### config.mk
export PLATFORM = sky130hd
export DESIGN_NAME = sram_macro_ctrl_flat
export DESIGN_NICKNAME = d
export VERILOG_FILES = /design/src/rtl/sram_macro_ctrl_pkg.sv /design/src/rtl/sram_macro_ctrl_if.sv /design/src/rtl/sram_macro_ctrl_bist.sv /design/src/rtl/sram_macro_ctrl.sv /design/src/flat_wrapper.sv
export SDC_FILE = /design/constraint.sdc
export NUM_CORES = 1
export LEC_CHECK = 0
export ABC_AREA = 1
export BUFFER_PORTS_ARGS = -buffer_cell sky130_fd_sc_hd__buf_2
export CORE_MARGIN = 2
export CORE_UTILIZATION = 38
export CTS_BUF_LIST = sky130_fd_sc_hd__clkbuf_4
export DETAILED_ROUTE_END_ITERATION = 16
export GPL_ROUTABILITY_DRIVEN = 0
export HOLD_SLACK_MARGIN = 0.03
export PLACE_DENSITY = 0.63
export SETUP_SLACK_MARGIN = 0.3
export SLEW_MARGIN = 20
export SYNTH_ARGS = -nofsm -noshare
export SYNTH_HDL_FRONTEND = slang
export SYNTH_SLANG_ARGS = --single-unit
### constraint.sdc
create_clock -name clk -period 1.5 [get_ports clk]
set_input_delay 0.3 -clock clk [delete_from_list [all_inputs] [get_ports clk]]
set_output_delay 0.3 -clock clk [all_outputs]
set_load 0.02 [all_outputs]
### src/rtl/sram_macro_ctrl_pkg.sv
// Shared types and helpers for the SRAM macro controller.
//   state_e      : controller FSM states (BIST states only reachable when
//                  SRAM_MACRO_CTRL_BIST_EN is defined)
//   BIST_PAT     : byte XORed into the address to form the self-test pattern
//   bist_pattern : self-test data word for a given address (up to 32 bits)
package sram_macro_ctrl_pkg;

   typedef enum logic [2:0] {
      IDLE,
      WRITE,
      SENSE,
      CAPTURE,
      RESP,
      BIST_WR,
      BIST_RD
   } state_e;

   localparam logic [7:0] BIST_PAT = 8'hA5;

   // Pattern byte is replicated so wider macros still see a non-trivial word;
   // callers truncate to their data width.
   function automatic logic [31:0] bist_pattern(input logic [31:0] addr);
      return addr ^ {4{BIST_PAT}};
   endfunction

endpackage

### src/rtl/sram_macro_ctrl_if.sv
// Request/response bus between the datapath (master) and one SRAM macro
// controller (slave).
//   req_valid/req_ready/req_we/req_addr/req_wdata : request channel
//   resp_valid/resp_ready/resp_rdata/resp_err     : read response channel
interface sram_macro_ctrl_if #(
   parameter int DATA_W = 8,
   parameter int ADDR_W = 12
);
   logic              req_valid;
   logic              req_ready;
   logic              req_we;
   logic [ADDR_W-1:0] req_addr;
   logic [DATA_W-1:0] req_wdata;
   logic              resp_valid;
   logic              resp_ready;
   logic [DATA_W-1:0] resp_rdata;
   logic              resp_err;

   modport master (
      output req_valid, req_we, req_addr, req_wdata, resp_ready,
      input  req_ready, resp_valid, resp_rdata, resp_err
   );

   modport slave (
      input  req_valid, req_we, req_addr, req_wdata, resp_ready,
      output req_ready, resp_valid, resp_rdata, resp_err
   );
endinterface

### src/rtl/sram_macro_ctrl_bist.sv
// Self-test address sweeper and read-back comparator (only instantiated when
// SRAM_MACRO_CTRL_BIST_EN is defined).
//   clk, resetn : clock, synchronous active-low reset
//   start_i     : restart sweep at address 0 and clear the fail flag
//   rewind_i    : return to address 0 (write pass -> read pass)
//   inc_i       : advance to the next address
//   cmp_i       : compare rdata_i with the pattern of the current address
//   addr_o      : current sweep address (registered)
//   pat_o       : expected/written data for addr_o
//   last_o      : addr_o is DEPTH-1
//   fail_o      : sticky mismatch flag
module sram_macro_ctrl_bist
   import sram_macro_ctrl_pkg::*;
#(
   parameter int DATA_W = 8,
   parameter int ADDR_W = 12,
   parameter int DEPTH  = 4096
) (
   input  logic              clk,
   input  logic              resetn,
   input  logic              start_i,
   input  logic              rewind_i,
   input  logic              inc_i,
   input  logic              cmp_i,
   input  logic [DATA_W-1:0] rdata_i,
   output logic [ADDR_W-1:0] addr_o,
   output logic [DATA_W-1:0] pat_o,
   output logic              last_o,
   output logic              fail_o
);
   logic [ADDR_W-1:0] addr_q;
   logic              fail_q;

   assign pat_o  = DATA_W'(bist_pattern(32'(addr_q)));
   assign last_o = ({1'b0, addr_q} == (ADDR_W+1)'(DEPTH - 1));
   assign addr_o = addr_q;
   assign fail_o = fail_q;

   always_ff @(posedge clk) begin
      if (!resetn) begin
         addr_q <= '0;
         fail_q <= 1'b0;
      end else if (start_i) begin
         addr_q <= '0;
         fail_q <= 1'b0;
      end else begin
         if (rewind_i)
            addr_q <= '0;
         else if (inc_i)
            addr_q <= addr_q + 1'b1;
         if (cmp_i && (rdata_i != pat_o))
            fail_q <= 1'b1;
      end
   end
endmodule

### src/rtl/sram_macro_ctrl.sv
// Request/response controller for one single-port compiled SRAM macro.
// Sequences write_en / sense_en around latched address and data, captures
// dout on the edge that closes the sense window, and holds the read response
// until the consumer takes it. Out-of-range addresses never reach the macro.
//   clk, resetn     : clock, synchronous active-low reset
//   bus (slave)     : request/response channel
//   wr_err_o        : one-cycle pulse, out-of-range write dropped
//   mem_addr_o/mem_din_o/mem_dout_i/mem_write_en_o/mem_sense_en_o : macro pins
// Optional: SRAM_MACRO_CTRL_BIST_EN adds bist_start_i, bist_busy_o,
// bist_done_o, bist_fail_o and a write-then-read-back self-test sweep.
//
// state    | meaning
// IDLE     | waiting for a request (or self-test start)
// WRITE    | write_en high for WR_CYCLES (held low for a dropped write)
// SENSE    | sense_en high for SENSE_CYCLES; dout captured on the last edge
// CAPTURE  | captured data settles, resp_valid raised next edge
// RESP     | response held until resp_ready
// BIST_WR  | self-test write pass (write_en high = access, low = gap)
// BIST_RD  | self-test read pass  (sense_en high = access, low = gap)
module sram_macro_ctrl
   import sram_macro_ctrl_pkg::*;
#(
   parameter int DATA_W       = 8,
   parameter int ADDR_W       = 12,
   parameter int DEPTH        = 4096,
   parameter int WR_CYCLES    = 1,
   parameter int SENSE_CYCLES = 2
) (
   input  logic              clk,
   input  logic              resetn,
   sram_macro_ctrl_if.slave  bus,
   output logic              wr_err_o,
   output logic [ADDR_W-1:0] mem_addr_o,
   output logic [DATA_W-1:0] mem_din_o,
   input  logic [DATA_W-1:0] mem_dout_i,
   output logic              mem_write_en_o,
   output logic              mem_sense_en_o
`ifdef SRAM_MACRO_CTRL_BIST_EN
   ,
   input  logic              bist_start_i,
   output logic              bist_busy_o,
   output logic              bist_done_o,
   output logic              bist_fail_o
`endif
);
   localparam int CNT_MAX = (WR_CYCLES > SENSE_CYCLES) ? WR_CYCLES : SENSE_CYCLES;
   localparam int CNT_W   = $clog2(CNT_MAX + 1);
   localparam logic [CNT_W-1:0] WR_LOAD    = CNT_W'(WR_CYCLES - 1);
   localparam logic [CNT_W-1:0] SENSE_LOAD = CNT_W'(SENSE_CYCLES - 1);

   state_e            state_q;
   logic [CNT_W-1:0]  cnt_q;
   logic [ADDR_W-1:0] addr_q;
   logic [DATA_W-1:0] din_q;
   logic              we_en_q;
   logic              se_en_q;
   logic              ready_q;
   logic              resp_valid_q;
   logic [DATA_W-1:0] rdata_q;
   logic              resp_err_q;
   logic              wr_err_q;
   logic              req_legal;
   logic              accept;

   assign req_legal = ({1'b0, bus.req_addr} < (ADDR_W+1)'(DEPTH));
   assign accept    = (state_q == IDLE) && bus.req_valid && ready_q;

`ifdef SRAM_MACRO_CTRL_BIST_EN
   logic              busy_q;
   logic              done_q;
   logic              bist_go;
   logic              bist_rewind;
   logic              bist_inc;
   logic              bist_cmp;
   logic              bist_last;
   logic              bist_fail;
   logic [ADDR_W-1:0] bist_addr;
   logic [DATA_W-1:0] bist_pat;

   // A request accepted in the same cycle wins over a self-test start.
   assign bist_go     = bist_start_i && (state_q == IDLE) && !resp_valid_q && !accept;
   assign bist_rewind = (state_q == BIST_WR) && !we_en_q && bist_last;
   assign bist_inc    = ((state_q == BIST_WR) && !we_en_q && !bist_last) ||
                        ((state_q == BIST_RD) && !se_en_q);
   assign bist_cmp    = (state_q == BIST_RD) && se_en_q && (cnt_q == '0);

   sram_macro_ctrl_bist #(
      .DATA_W (DATA_W),
      .ADDR_W (ADDR_W),
      .DEPTH  (DEPTH)
   ) u_bist (
      .clk      (clk),
      .resetn   (resetn),
      .start_i  (bist_go),
      .rewind_i (bist_rewind),
      .inc_i    (bist_inc),
      .cmp_i    (bist_cmp),
      .rdata_i  (mem_dout_i),
      .addr_o   (bist_addr),
      .pat_o    (bist_pat),
      .last_o   (bist_last),
      .fail_o   (bist_fail)
   );

   assign mem_addr_o  = busy_q ? bist_addr : addr_q;
   assign mem_din_o   = busy_q ? bist_pat  : din_q;
   assign bist_busy_o = busy_q;
   assign bist_done_o = done_q;
   assign bist_fail_o = bist_fail;
`else
   assign mem_addr_o = addr_q;
   assign mem_din_o  = din_q;
`endif

   assign mem_write_en_o = we_en_q;
   assign mem_sense_en_o = se_en_q;
   assign wr_err_o       = wr_err_q;
   assign bus.req_ready  = ready_q;
   assign bus.resp_valid = resp_valid_q;
   assign bus.resp_rdata = rdata_q;
   assign bus.resp_err   = resp_err_q;

   always_ff @(posedge clk) begin
      if (!resetn) begin
         state_q      <= IDLE;
         cnt_q        <= '0;
         addr_q       <= '0;
         din_q        <= '0;
         we_en_q      <= 1'b0;
         se_en_q      <= 1'b0;
         ready_q      <= 1'b0;
         resp_valid_q <= 1'b0;
         rdata_q      <= '0;
         resp_err_q   <= 1'b0;
         wr_err_q     <= 1'b0;
`ifdef SRAM_MACRO_CTRL_BIST_EN
         busy_q       <= 1'b0;
         done_q       <= 1'b0;
`endif
      end else begin
         wr_err_q <= 1'b0;
         case (state_q)
            IDLE: begin
               ready_q <= 1'b1;
               if (accept) begin
                  ready_q <= 1'b0;
                  if (bus.req_we) begin
                     state_q <= WRITE;
                     cnt_q   <= WR_LOAD;
                     // Dropped writes keep the pins untouched.
                     if (req_legal) begin
                        addr_q  <= bus.req_addr;
                        din_q   <= bus.req_wdata;
                        we_en_q <= 1'b1;
                     end else begin
                        wr_err_q <= 1'b1;
                     end
                  end else if (req_legal) begin
                     state_q <= SENSE;
                     cnt_q   <= SENSE_LOAD;
                     addr_q  <= bus.req_addr;
                     se_en_q <= 1'b1;
                  end else begin
                     state_q      <= RESP;
                     resp_valid_q <= 1'b1;
                     rdata_q      <= '0;
                     resp_err_q   <= 1'b1;
                  end
               end
`ifdef SRAM_MACRO_CTRL_BIST_EN
               else if (bist_go) begin
                  ready_q <= 1'b0;
                  busy_q  <= 1'b1;
                  done_q  <= 1'b0;
                  state_q <= BIST_WR;
                  we_en_q <= 1'b1;
                  cnt_q   <= WR_LOAD;
               end
`endif
            end
            WRITE: begin
               if (cnt_q == '0) begin
                  we_en_q <= 1'b0;
                  state_q <= IDLE;
                  ready_q <= 1'b1;
               end else begin
                  cnt_q <= cnt_q - 1'b1;
               end
            end
            SENSE: begin
               if (cnt_q == '0) begin
                  se_en_q <= 1'b0;
                  rdata_q <= mem_dout_i;
                  state_q <= CAPTURE;
               end else begin
                  cnt_q <= cnt_q - 1'b1;
               end
            end
            CAPTURE: begin
               resp_valid_q <= 1'b1;
               resp_err_q   <= 1'b0;
               state_q      <= RESP;
            end
            RESP: begin
               if (bus.resp_ready) begin
                  resp_valid_q <= 1'b0;
                  resp_err_q   <= 1'b0;
                  rdata_q      <= '0;
                  state_q      <= IDLE;
                  ready_q      <= 1'b1;
               end
            end
`ifdef SRAM_MACRO_CTRL_BIST_EN
            BIST_WR: begin
               if (we_en_q) begin
                  if (cnt_q == '0) we_en_q <= 1'b0;
                  else             cnt_q   <= cnt_q - 1'b1;
               end else if (bist_last) begin
                  state_q <= BIST_RD;
                  se_en_q <= 1'b1;
                  cnt_q   <= SENSE_LOAD;
               end else begin
                  we_en_q <= 1'b1;
                  cnt_q   <= WR_LOAD;
               end
            end
            BIST_RD: begin
               if (se_en_q) begin
                  if (cnt_q == '0) begin
                     se_en_q <= 1'b0;
                     if (bist_last) begin
                        state_q <= IDLE;
                        busy_q  <= 1'b0;
                        done_q  <= 1'b1;
                        ready_q <= 1'b1;
                     end
                  end else begin
                     cnt_q <= cnt_q - 1'b1;
                  end
               end else begin
                  se_en_q <= 1'b1;
                  cnt_q   <= SENSE_LOAD;
               end
            end
`endif
            default: state_q <= IDLE;
         endcase
      end
   end
endmodule
### src/flat_wrapper.sv
// flat-port wrapper written by rule: the top's interface ports become plain ports
module sram_macro_ctrl_flat import sram_macro_ctrl_pkg::*;
#(
   parameter int DATA_W       = 8,
   parameter int ADDR_W       = 12,
   parameter int DEPTH        = 4096,
   parameter int WR_CYCLES    = 1,
   parameter int SENSE_CYCLES = 2
)
  (clk, resetn, wr_err_o, mem_addr_o, mem_din_o, mem_dout_i, mem_write_en_o, mem_sense_en_o, bus_req_valid, bus_req_we, bus_req_addr, bus_req_wdata, bus_resp_ready, bus_req_ready, bus_resp_valid, bus_resp_rdata, bus_resp_err);
  sram_macro_ctrl_if #(.DATA_W(DATA_W), .ADDR_W(ADDR_W)) bus_i ();
  input  logic clk;
  input  logic resetn;
  output logic wr_err_o;
  output logic [ADDR_W-1:0] mem_addr_o;
  output logic [DATA_W-1:0] mem_din_o;
  input  logic [DATA_W-1:0] mem_dout_i;
  output logic mem_write_en_o;
  output logic mem_sense_en_o;
  input wire logic [$bits(bus_i.req_valid)-1:0] bus_req_valid;
  input wire logic [$bits(bus_i.req_we)-1:0] bus_req_we;
  input wire logic [$bits(bus_i.req_addr)-1:0] bus_req_addr;
  input wire logic [$bits(bus_i.req_wdata)-1:0] bus_req_wdata;
  input wire logic [$bits(bus_i.resp_ready)-1:0] bus_resp_ready;
  output wire logic [$bits(bus_i.req_ready)-1:0] bus_req_ready;
  output wire logic [$bits(bus_i.resp_valid)-1:0] bus_resp_valid;
  output wire logic [$bits(bus_i.resp_rdata)-1:0] bus_resp_rdata;
  output wire logic [$bits(bus_i.resp_err)-1:0] bus_resp_err;
  assign bus_i.req_valid = bus_req_valid;
  assign bus_i.req_we = bus_req_we;
  assign bus_i.req_addr = bus_req_addr;
  assign bus_i.req_wdata = bus_req_wdata;
  assign bus_i.resp_ready = bus_resp_ready;
  assign bus_req_ready = bus_i.req_ready;
  assign bus_resp_valid = bus_i.resp_valid;
  assign bus_resp_rdata = bus_i.resp_rdata;
  assign bus_resp_err = bus_i.resp_err;
  sram_macro_ctrl #(.DATA_W(DATA_W), .ADDR_W(ADDR_W), .DEPTH(DEPTH), .WR_CYCLES(WR_CYCLES), .SENSE_CYCLES(SENSE_CYCLES)) u_core (.clk(clk), .resetn(resetn), .bus(bus_i), .wr_err_o(wr_err_o), .mem_addr_o(mem_addr_o), .mem_din_o(mem_din_o), .mem_dout_i(mem_dout_i), .mem_write_en_o(mem_write_en_o), .mem_sense_en_o(mem_sense_en_o));
endmodule
# Yosys cells after proc, flatten, opt, wreduce, memory -nomap -nowiden
# Index checks and enable logic that the tools add are counted.
[op_classes]
mux = 27
n_addsub = 1
eq_ne = 11
n_reduce_logical = 20
[op_table]
columns = ["cell", "count"]
rows = [
  ["$mux 8", 2],
  ["$pmux 8 s2", 1],
  ["$pmux 3 s5", 1],
  ["$mux 3", 4],
  ["$reduce_and 3->1", 4],
  ["$reduce_and 4->1", 3],
  ["$mux 1", 10],
  ["$reduce_bool 2->1", 5],
  ["$ne 2x2->1 const B", 4],
  ["$pmux 1 s2", 4],
  ["$eq 3x2->1 const B", 2],
  ["$mux 2", 3],
  ["$ne 2x1->1 const B", 3],
  ["$pmux 2 s2", 1],
  ["$reduce_and 2->1", 2],
  ["$eq 3x1->1 const B", 1],
  ["$eq 3x3->1 const B", 1],
  ["$logic_not 3->1", 1],
  ["$pmux 1 s3", 1],
  ["$reduce_bool 3->1", 1],
  ["$logic_and 1x1->1", 2],
  ["$logic_not 2->1", 1],
  ["$reduce_or 2->1", 1],
  ["$sub 2x1->2 const B", 1],
]
[totals]
reg_bits = 38
in_bits = 33
output_inout_bits = 34

# Logic depth before layout (Yosys ltp)
# Gate-level depths: netlist (run 1).
[depth]
word_depth = 5
ltp_mapped = 9

# Least setup slack after synthesis (run 1)
# Ideal clock, no wire load.
[synth_timing]
kind = "register -> register"
startpoint = "reg u_core.state_q[0]"
endpoint = "reg u_core.rdata_q[0] (netlist: u_core.bus.resp_rdata[0])"
required_ps = 1386
setup_time_ps = 114
setup_slack_ps = 216
path_stages_with_launch = 8
arrival_time_ps = 1170
path_cell_list = "dfxtp_1 clkbuf_2 nor3_4 nand2_2 nand2_4 inv_2 nor2_1 nor2_1"
[synth_between]
elab_chain_len = 3
elab_cells_between_ends = 7
[synth_lines]
columns = ["item", "line_no", "source"]
rows = [
  ["start, declared", "sram_macro_ctrl.sv:51", "state_e state_q;"],
  ["start signal, assigned", "sram_macro_ctrl.sv:125", "state_q <= IDLE;"],
  ["start signal, assigned", "sram_macro_ctrl.sv:148", "state_q <= WRITE;"],
  ["start signal, assigned", "sram_macro_ctrl.sv:159", "state_q <= SENSE;"],
  ["$eq 3x2->1 / $eq 3x3->1 (equally long branches)", "sram_macro_ctrl.sv:142", "case (state_q)"],
  ["$ne 2x1->1 (no line), or another cell as far along", "--", ""],
  ["$reduce_and 3->1 (no line)", "--", ""],
  ["end signal, assigned", "sram_macro_ctrl.sv:193", "rdata_q <= mem_dout_i;"],
  ["end, declared", "sram_macro_ctrl.sv:59", "logic [DATA_W-1:0] rdata_q;"],
]
# Parallel ways exist; a longest one is shown, timed or not.
# A chain may end at the register's enable or synchronous reset.

# Final worst setup path (run 1)
[layout_timing]
startpoint = "reg u_core.cnt_q[1]"
endpoint = "reg u_core.rdata_q[1] (netlist: u_core.bus.resp_rdata[1])"
[layout_between]
elab_chain_len = 3
[layout_lines]
columns = ["item", "line_no", "source"]
rows = [
  ["start, declared", "sram_macro_ctrl.sv:52", "logic [CNT_W-1:0] cnt_q;"],
  ["start signal, assigned", "sram_macro_ctrl.sv:187", "cnt_q <= cnt_q - 1'b1;"],
  ["start signal, assigned", "sram_macro_ctrl.sv:196", "cnt_q <= cnt_q - 1'b1;"],
  ["$logic_not 2->1", "sram_macro_ctrl.sv:191", "if (cnt_q == '0) begin"],
  ["$ne 2x1->1 (no line)", "--", ""],
  ["$reduce_and 3->1 (no line)", "--", ""],
]
# No other way between the ends.

==> results of run 1 <==
cells by family after synthesis:
kind of cell               share of synthesized area (%)
buffers and inverters                               9.30
other                                              0.234
DFF                                                 46.3
adders and majority gates                          0.782
and+or+nand+nor                                     29.3
AOI/OAI and AO/OA                                   14.1
placed cells by master, fill, tap and decap left out:
cell	netlist	routed
a21oi_1	16	15
a21oi_2	0	1
buf_12	0	2
buf_2	4	40
buf_4	3	32
buf_6	0	6
clkbuf_2	1	1
clkbuf_4	0	5
clkinv_1	1	3
clkinv_2	0	1
conb_1	1	2
dfxtp_1	37	29
dfxtp_2	0	5
dfxtp_4	0	3
ha_4	0	1
inv_1	21	19
inv_2	3	2
inv_4	0	2
inv_8	0	1
nand2_1	26	22
nand2_2	3	3
nand2_4	1	6
nand3_1	16	13
nand3_2	0	3
nand4_1	3	3
nor2_1	54	49
nor2_2	2	3
nor2_4	1	5
nor3_4	1	1
o211ai_1	2	2
o21ai_0	14	14
o21bai_1	8	8
worst max path at each step:
stage	start	endpoint	slack, ns	cells after the start
2_1_floorplan	u_core.state_q[2]	u_core.bus.resp_rdata[0]	0.27	7
3_3_place_gp	u_core.cnt_q[0]	u_core.bus.resp_rdata[5]	0.16	7
3_5_place_dp	u_core.state_q[1]	u_core.mem_din_o[6]	0.17	6
4_1_cts	u_core.state_q[1]	u_core.mem_din_o[6]	0.30	6
5_1_grt	u_core.state_q[2]	u_core.mem_din_o[3]	0.16	6
6_report	u_core.cnt_q[1]	u_core.bus.resp_rdata[1]	0.24	7
what timing repair did:
| action | CTS | global route |
|---|---|---|
| setup buffers | 8 | 3 |
| resized for setup | 17 | 51 |
| cloned | 1 | 0 |
| pin swaps | 5 | 15 |
| setup endpoints to repair | 35 | 60 |
sequential cells by signal, summed over array words and instances, names as in the netlist, 2 cells and up:
signal	cells
u_core.mem_addr_o	12
u_core.bus.resp_rdata	8
u_core.mem_din_o	8
u_core.state_q	3
u_core.cnt_q	2
worst max-delay path: stages (launching register included):
cell,delay (ns)
dfxtp_2,0.33
inv_2,0.07
ha_4,0.15
nand4_1,0.20
buf_4,0.23
nand2_4,0.08
o21bai_1,0.07
nor2_1,0.09
metal layers:
layer	wire length [um]	global-route usage, %	part of all wire (%)	vias to the layer above
met5	0	0	0	-
met1	1760	20.4	45	718
met4	46	5.15	1.2	0
met3	295	6.98	7.6	5
li1	-	-	-	862
met2	1800	29.2	46	47
power groups by stage:
stage | clock network, mW | logic (mW) | registers (mW)
final | 0.494 | 1.82 | 1.38
after global routing | 0.550 | 2.02 | 1.42
after CTS | 0.516 | 1.54 | 1.37
after detailed placement | 0 | 1.32 | 1.37
after global placement | 0 | 1.33 | 1.36
after floorplan | 0 | 0.789 | 1.54
final cells by class:
class / instances / area share, %
multi-input cells: 151 / 34.9
flip-flops and latches: 37 / 32.3
repair buffers: 81 / 23.5
inverters: 25 / 4.53
well taps: 50 / 2.66
clock buffers: 5 / 1.60
clock inverters: 3 / 0.532
stage by stage:
step | instances | total power, mW
finish | 352 | 3.70
global route | 352 | 3.98
CTS | 349 | 3.42
floorplan | 222 | 2.33
detailed placement | 332 | 2.69
global placement | 332 | 2.69
==> metrics.md, run 1 <==
| Metric | Value |
|---|---|
| Multi-input gate area | 820 um^2 |
| DRT iter0 DRCs | 55 |
| Tot GR Track Use | 17.4% |
| Clock buffer depth | 2 |
| RSZ-0062 raised after global routing | yes |
| Final core utilization | between 50% and 60% |
| Top-count cell post-synth | nor2_1 |
| Post-synth EDFFs | 0 |
| Vias in the first global route | approximately 1.4k |
| P_int | 2.18 mW |
| Status | finished, final reports clean |
| Worst-skew pair later-pin latency | 0.35 ns |
| Switching Fraction | 41.0% |
| Reg power frac | 37.4% |
| Top post-synthesis cells by count | 54 x nor2_1, 37 x dfxtp_1, 26 x nand2_1, 21 x inv_1 |
| Setup Skew | 0.0149 ns |
| Dpl cell area | 1990 um^2 |
| Core Region | 4030 um^2 |
| Min Hold Slack | 0.166 ns |
| First-pass GRT wire length | 6150 um |
| I/O pin cnt | 67 |
| Share of the synthesized area in the top cell type | a little under half |
| Row cnt | 23 |
| Post-Synthesis Cell Area | roughly 1600 um^2 |
| Clk pin slew, worst setup/hold paths | approximately 0.12 ns |
| Worst slew pin tran | 0.506 ns |
| Fin crit period | 1.26 ns |
| Avg Vias per Cell | around 4.6 |
| Root Driver | clkbuf_4 |
| IO buf count | 64 |
| P per Cell Area | 1570 nW/um^2 |
| CP Capture Type | flip-flop |
| Synth-to-Final Area Change | 46.8% |
| Post-route clock period utilization | 83.9% |
| Worst EP required | 1.79 ns |
| DIE AREA | approximately 4700 um^2 |
| Final setup vio count | 0 |
| Number of fill cells in the layout | 380 |
| Yosys synthesis warning count | 0 |
| Setup crit start kind | flip-flop |
| Via Count | 1,632 |
| CTS tree | yes |
| WHS Path Cells | 3 |
| Routed wire length | 3900 um |
| Part of the Yosys area used for sequential elements | 46.3% |
| Ranking of synthesized cells by area | dfxtp_1 46%, nor2_1 13%, nand2_1 6.1%, a21oi_1 5.0%, nand3_1 5.0% |
| HPWL Detailed | 2630 um |
| Initial antenna violation count | 0 |
| Cts bufs inserted | 5 |
| Dpl ws | 0.166 ns |
| Routed WL per cell | between 10 and 15 um |
| Gr ovfl total | 0 |
| Top FF cell, synth | dfxtp_1 |
| CTS Hold Bufs | 0 |
| Synth Instances | between 200 and 250 |
| Endpoint, Worst Hold | u_core.mem_addr_o[1] |
| Max-cap violations | 0 |
| Worst VDD drop | approximately 850 uV |
| Slew Viols, Final | 0 |
| Synth area leader | dfxtp_1 |
| DRC viols | 0 |
| # diodes | 0 |
| Worst reg2reg path endpoint | u_core.bus.resp_rdata[1] |
| Share of cells above drive strength 1 | between 40% and 50% |
| Async set or reset register ratio after synthesis | 0% |
| DR pass1 iterations | 4 |
| Die H | slightly below 70 um |
| Initial core utilization | between 30% and 40% |
| CP max FO | 4 |
| Setup TNS | 0 ns |
| Number of synthesized register bits | 37 |
| HP Class | input port to flip-flop |
| H-tree depth | 2 |
| DRT antenna net count | 0 |
| Reg2Reg Setup Slack | 0.24 ns |
| Worst hold start | bus_req_addr[1] |
| Avg Synthesized Cell Area | a little over 7 um^2 |
| Die W | 68.9 um |
| P_leak | approximately 1.2 nW |
| Combinational share of power | 49.2% |
| CP arrival | roughly 1.5 ns |
| Synth unique cells | 24 |
| CP Class | flip-flop to flip-flop |
| Final design area excluding fillers | 2350 um^2 |
| Pin count of the biggest net entering global routing | 20 |
| FMAX | 795 MHz |
| Worst R2R Path Depth | 7 |
| Worst r2r src | u_core.cnt_q[1] |
| Fin worst setup slack | 0.242 ns |
| Switching Power | 1.51 mW |
| Final hold vios | 0 |
| Rel. slew slack | 66.1% |
| Nets | about 340 |
| Clock network fraction of design power | 13.4% |
| Register area | 758 um^2 |
| Clock Sinks | 37 |
No activity file was read; power rests on OpenSTA's default activity.
==> inputs of run 2 (changes only) <==
Clock period 1.5 ns to 1.3 ns, I/O delays scaled along.
==> metrics.md, run 2 (synthesized netlist as in run 1, its figures left out) <==
| Metric | Value |
|---|---|
| Switching Power | 2.03 mW (+34%) |
| Final setup vio count | 0 (unchanged) |
| CP Capture Type | flip-flop |
| Worst slew pin tran | 0.597 ns (+0.0914 ns) |
| I/O pin cnt | 67 (unchanged) |
| HPWL Detailed | 2760 um (+5.0%) |
| Max-cap violations | 0 (unchanged) |
| Clock Sinks | 37 (unchanged) |
| Setup crit start kind | flip-flop |
| Avg Vias per Cell | 4.83 (+4.2%) |
| Rel. slew slack | 60.0% (-6.1 points) |
| Worst VDD drop | 920 uV (+8.4%) |
| Post-route clock period utilization | 97.2% (+13 points) |
| Leading cell type in the layout, fill and taps excluded | nor2_1 |
| P_leak | 1.34 nW (+11%) |
| Initial core utilization | 39.7% (unchanged) |
| Row cnt | 23 (unchanged) |
| Final hold vios | 0 (unchanged) |
| Via Count | 1,777 (+8.9%) |
| # diodes | 0 (unchanged) |
| Share of cells above drive strength 1 | 60.4% (+20 points) |
| Fin crit period | 1.26 ns (+0.00493 ns) |
| Status | finished, final reports clean |
| IO buf count | 64 (unchanged) |
| Core Region | 4030 um^2 (unchanged) |
| HP Class | input port to flip-flop |
| Pin count of the biggest net entering global routing | 20 (unchanged) |
| Worst EP required | 1.54 ns (-0.25 ns) |
| P per Cell Area | 1820 nW/um^2 (+16%) |
| Initial antenna violation count | 0 (unchanged) |
| RSZ-0062 raised after global routing | yes |
| CP Class | flip-flop to flip-flop |
| DRC viols | 0 (unchanged) |
| Routed WL per cell | 13.4 um (+20%) |
| Setup TNS | 0 ns (unchanged) |
| Gr ovfl total | 0 (unchanged) |
| Setup Skew | 0.0121 ns (-0.00279 ns) |
| Cts bufs inserted | 5 (unchanged) |
| Combinational share of power | 54.9% (+5.7 points) |
| H-tree depth | 2 (unchanged) |
| DIE AREA | 4750 um^2 (unchanged) |
| Nets | 351 (+4.8%) |
| Die H | 68.9 um (unchanged) |
| Final core utilization | 68.8% (+10 points) |
| CP arrival | 1.51 ns (-0.03 ns) |
| Switching Fraction | 40.2% (-0.78 points) |
| CTS tree | yes |
| Die W | 68.9 um (unchanged) |
| Slew Viols, Final | 0 (unchanged) |
| First-pass GRT wire length | 7450 um (+21%) |
| Most frequent cells in the layout | 44 x nor2_1, 43 x buf_6, 33 x dfxtp_2 |
| Root Driver | clkbuf_4 |
| Reg power frac | 33.1% (-4.3 points) |
| Clk pin slew, worst setup/hold paths | 0.11 ns (about the same) |
| Tot GR Track Use | 21.4% (+4.0 points) |
| DRT iter0 DRCs | 44 (-20%) |
| Largest register FFs | 12 (unchanged) |
| Clock buffer depth | 2 (unchanged) |
| CP max FO | 8 (+4) |
| DRT antenna net count | 0 (unchanged) |
| Worst-skew pair later-pin latency | 0.35 ns (about the same) |
| Synth-to-Final Area Change | 73.2% |
| FMAX | 792 MHz (-0.39%) |
| P_int | 3.02 mW (+38%) |
| Routed wire length | 4920 um (+26%) |
| Clock network fraction of design power | 12.1% (-1.3 points) |
| DR pass1 iterations | 4 (unchanged) |
| Vias in the first global route | 1,609 (+13%) |
==> run 2: power groups by stage <==
stage	Clock (mW)	Sequential, mW	Combinational (mW)
finish	0.609	1.67	2.77
global route	0.681	1.71	3.00
detailed placement	0	1.56	1.70
global placement	0	1.55	1.70
floorplan	0	1.78	0.980
CTS	0.625	1.65	2.33
==> run 2: what timing repair did <==
item / CTS / global route
pin swaps: 13 / 23
hold buffers: 0 / 0
setup buffers: 16 / 5
gates resized for setup: 120 / 47
cloned: 2 / 1
endpoints found under the setup margin: 68 / 68
==> run 2: metal layers <==
layer | vias to the layer above | GRT usage [%] | part of all wire (%)
met2 | 60 | 35.2 | 49
met3 | 12 | 6.82 | 6.4
met5 | - | 0 | 0
met1 | 812 | 26.3 | 42
li1 | 893 | - | -
met4 | 0 | 7.35 | 2.5
==> run 2: critical path, cell delays in order (launching register included) <==
cell and delay [ns]:
dfxtp_2 0.33, inv_2 0.08, ha_4 0.17, nand4_1 0.11, buf_4 0.17, nand2_4 0.10
inv_8 0.07, nor2_4 0.09, nor2_2 0.05
==> run 2: layout make-up <==
type	instances	area, um^2
fill	318	1260
multi-input combinational	152	921
timing repair buffer	96	827
sequential	37	797
inverter	25	109
tap	50	62.6
clock buffer	6	45.0
clock inverter	2	10.0
==> run 2: through the flow <==
stage	total power, mW	worst slack (ns)	std cells	hold WS [ns]	instance area, um^2
after floorplan	2.76	0.0656	222	0.395	1660
after global placement	3.26	-0.00113	336	0.443	2050
after detailed placement	3.26	-0.0104	336	0.450	2050
after CTS	4.60	0.0760	362	0.122	2570
after global routing	5.40	-0.0225	368	0.119	2770
final	5.05	0.0368	368	0.128	2770
==> run 2: final timing paths <==
| check | start | endpoint | slack (ns) | cells after the start |
|---|---|---|---|---|
| worst max register to register | u_core.cnt_q[0] | u_core.bus.resp_rdata[6] | 0.04 | 8 |
| worst max-delay path | u_core.cnt_q[0] | u_core.bus.resp_rdata[6] | 0.04 | 8 |
| worst min register to register | u_core.mem_sense_en_o | u_core.mem_sense_en_o | 0.46 | 2 |
| worst min-delay path | bus_req_addr[7] | u_core.mem_addr_o[7] | 0.13 | 3 |
==> inputs of run 3 (changes only) <==
Settings changed: CELL_PAD_IN_SITES_DETAIL_PLACEMENT set to 1, CELL_PAD_IN_SITES_GLOBAL_PLACEMENT set to 1, CORE_UTILIZATION 38 to 34, PLACE_DENSITY 0.63 to 0.79.
==> metrics.md, run 3 (synthesized netlist as in run 1, its figures left out) <==
| Metric | Value |
|---|---|
| Status | finished, violations left |
| Failing checks | negative setup slack |
| Most frequent cells in the layout | 44 x nor2_1, 38 x buf_6, 37 x buf_4 |
| DR pass1 iterations | 5 (+1) |
| Top delay family on crit path | simple AND/OR/NAND/NOR gates |
| Slowest CP cell | dfxtp_4 |
| Routed WL per cell | 19.5 um (+46%) |
| CP bufs+invs | 1 (-2) |
| Gr ovfl total | 0 (unchanged) |
| P_leak | 1.41 nW (+5.0%) |
| Cts bufs inserted | 5 (unchanged) |
| Routed wire length | 7480 um (+52%) |
| Tot GR Track Use | 25.0% (+3.6 points) |
| Critical path, cell by cell | nor2_4, nand2_4, nor2_4, buf_6, nand2_8, nand2_4, a21oi_2 |
| Via Count | 1,957 (+10%) |
| Synth-to-Final Area Change | 87.9% |
| Top Layer Used | met4 |
| Worst EP required | 1.56 ns (+0.02 ns) |
| Initial antenna violation count | 0 (unchanged) |
| Setup Skew | 0.00862 ns (-0.00349 ns) |
| Clock Sinks | 37 (unchanged) |
| Met2 wire length | 4120 um (+71%) |
| Power Total | 5.61 mW (+11%) |
| CP max FO | 5 (-3) |
| Vias in the first global route | 2,048 (+27%) |
| Final hold vios | 0 (unchanged) |
| Share of cells above drive strength 1 | 66.2% (+5.8 points) |
| Clk pin slew, worst setup/hold paths | 0.12 ns (about the same) |
| Non-filler cells, final | 383 (+4.1%) |
| Reg2Reg Setup Slack | -0.02 ns (-0.06 ns) |
| RSZ-0062 raised after global routing | yes |
| Worst VDD drop | 872 uV (-5.2%) |
| Final setup vio count | 7 (+7) |
| CTS Hold Bufs | 0 (unchanged) |
| Dpl cell area | 2070 um^2 (+0.85%) |
| HP Class | input port to flip-flop |
| Largest register FFs | 12 (unchanged) |
| First-pass GRT wire length | 9990 um (+34%) |
| Slew Viols, Final | 0 (unchanged) |
| Dpl ws | -0.0288 ns (-0.0184 ns) |
| Final design area excluding fillers | 3010 um^2 (+8.5%) |
| DIE AREA | 5270 um^2 (+11%) |
| # diodes | 0 (unchanged) |
| CP Class | flip-flop to flip-flop |
| Worst-skew pair later-pin latency | 0.35 ns (about the same) |
| Cell count after placement | 340 (+1.2%) |
| Max-cap violations | 0 (unchanged) |
| P per Cell Area | 1870 nW/um^2 (+2.4%) |
| CP arrival | 1.58 ns (+0.07 ns) |
| Avg Vias per Cell | 5.11 (+5.8%) |
| DRT antenna net count | 0 (unchanged) |
| Row cnt | 24 (+4.3%) |
| Core Region | 4440 um^2 (+10%) |
| Post-route clock period utilization | 102% (+4.6 points) |
| Fin crit period | 1.32 ns (+0.0596 ns) |
| Clock buffer depth | 2 (unchanged) |
| I/O pin cnt | 67 (unchanged) |
| Die H | 72.6 um (+5.4%) |
| DRC viols | 0 (unchanged) |
| Slowest stage delay, CP | 0.39 ns (+0.06 ns) |
| Nets | 364 (+3.7%) |
| Leading cell type in the layout, fill and taps excluded | nor2_1 |
| Final core utilization | 67.7% (-1.1 points) |
| Initial core utilization | 36.0% (-3.7 points) |
| Wl on met1 | 2810 um (+36%) |
| Setup crit start kind | flip-flop |
| Die W | 72.6 um (+5.4%) |
| Fin worst setup slack | -0.0228 ns (-0.0596 ns) |
| H-tree depth | 2 (unchanged) |
| Root Driver | clkbuf_4 |
| DRT iter0 DRCs | 54 (+23%) |
| IO buf count | 64 (unchanged) |
| Pin count of the biggest net entering global routing | 14 (-30%) |
| FMAX | 756 MHz (-4.5%) |
| HPWL Detailed | 3440 um (+25%) |
| WL met3 | 345 um (+9.2%) |
| CP Capture Type | flip-flop |
| CTS tree | yes |
-- run 3: worst paths after layout --
path,endpoint,cells after the start,from
worst min register to register,u_core.bus.resp_rdata[3],2,u_core.bus.resp_rdata[3]
worst max register to register,u_core.mem_din_o[1],7,u_core.state_q[2]
worst max-delay path,u_core.mem_din_o[1],7,u_core.state_q[2]
worst min-delay path,u_core.mem_addr_o[0],3,bus_req_addr[0]
-- run 3: worst register-to-register path: cells and delay by family, from the launching register on --
kind	cells	cell delay (ns)
AND/OR/NAND/NOR	5	0.62
buffers and inverters	1	0.17
AO/OA/AOI/OAI	1	0.05
flip-flops	1	0.39
-- run 3: power by group --
part	total, mW	internal [mW]	switching (mW)
registers	1.70	1.45	0.248
logic	3.22	1.44	1.78
clock network	0.689	0.279	0.410
-- run 3: cell type report --
cell class	instances	area (um^2)
clock buffer	8	60.1
timing repair buffer	109	906
fill	510	1440
multi-input combinational	152	1070
tap	52	65.1
sequential	37	797
inverter	25	109
-- run 3: layer usage --
metal / vias up / GRT usage, %
met5: - / 0
met4: 0 / 11.5
met3: 21 / 5.39
met2: 73 / 46.7
met1: 939 / 26.5
li1: 924 / -
-- run 3: stage by stage --
stage	hold WS, ns	TNS, ns
after floorplan	0.395	0
after global placement	0.444	0
after detailed placement	0.454	-0.119
after CTS	0.134	0
after global routing	0.143	-0.909
final	0.136	-0.0779
-- run 3: what timing repair did --
| action | in CTS | in global routing |
|---|---|---|
| cloned | 2 | 0 |
| gates resized for setup | 139 | 55 |
| buffers inserted | 20 | 13 |
| pin swaps | 15 | 26 |
| setup endpoints to repair | 68 | 68 |
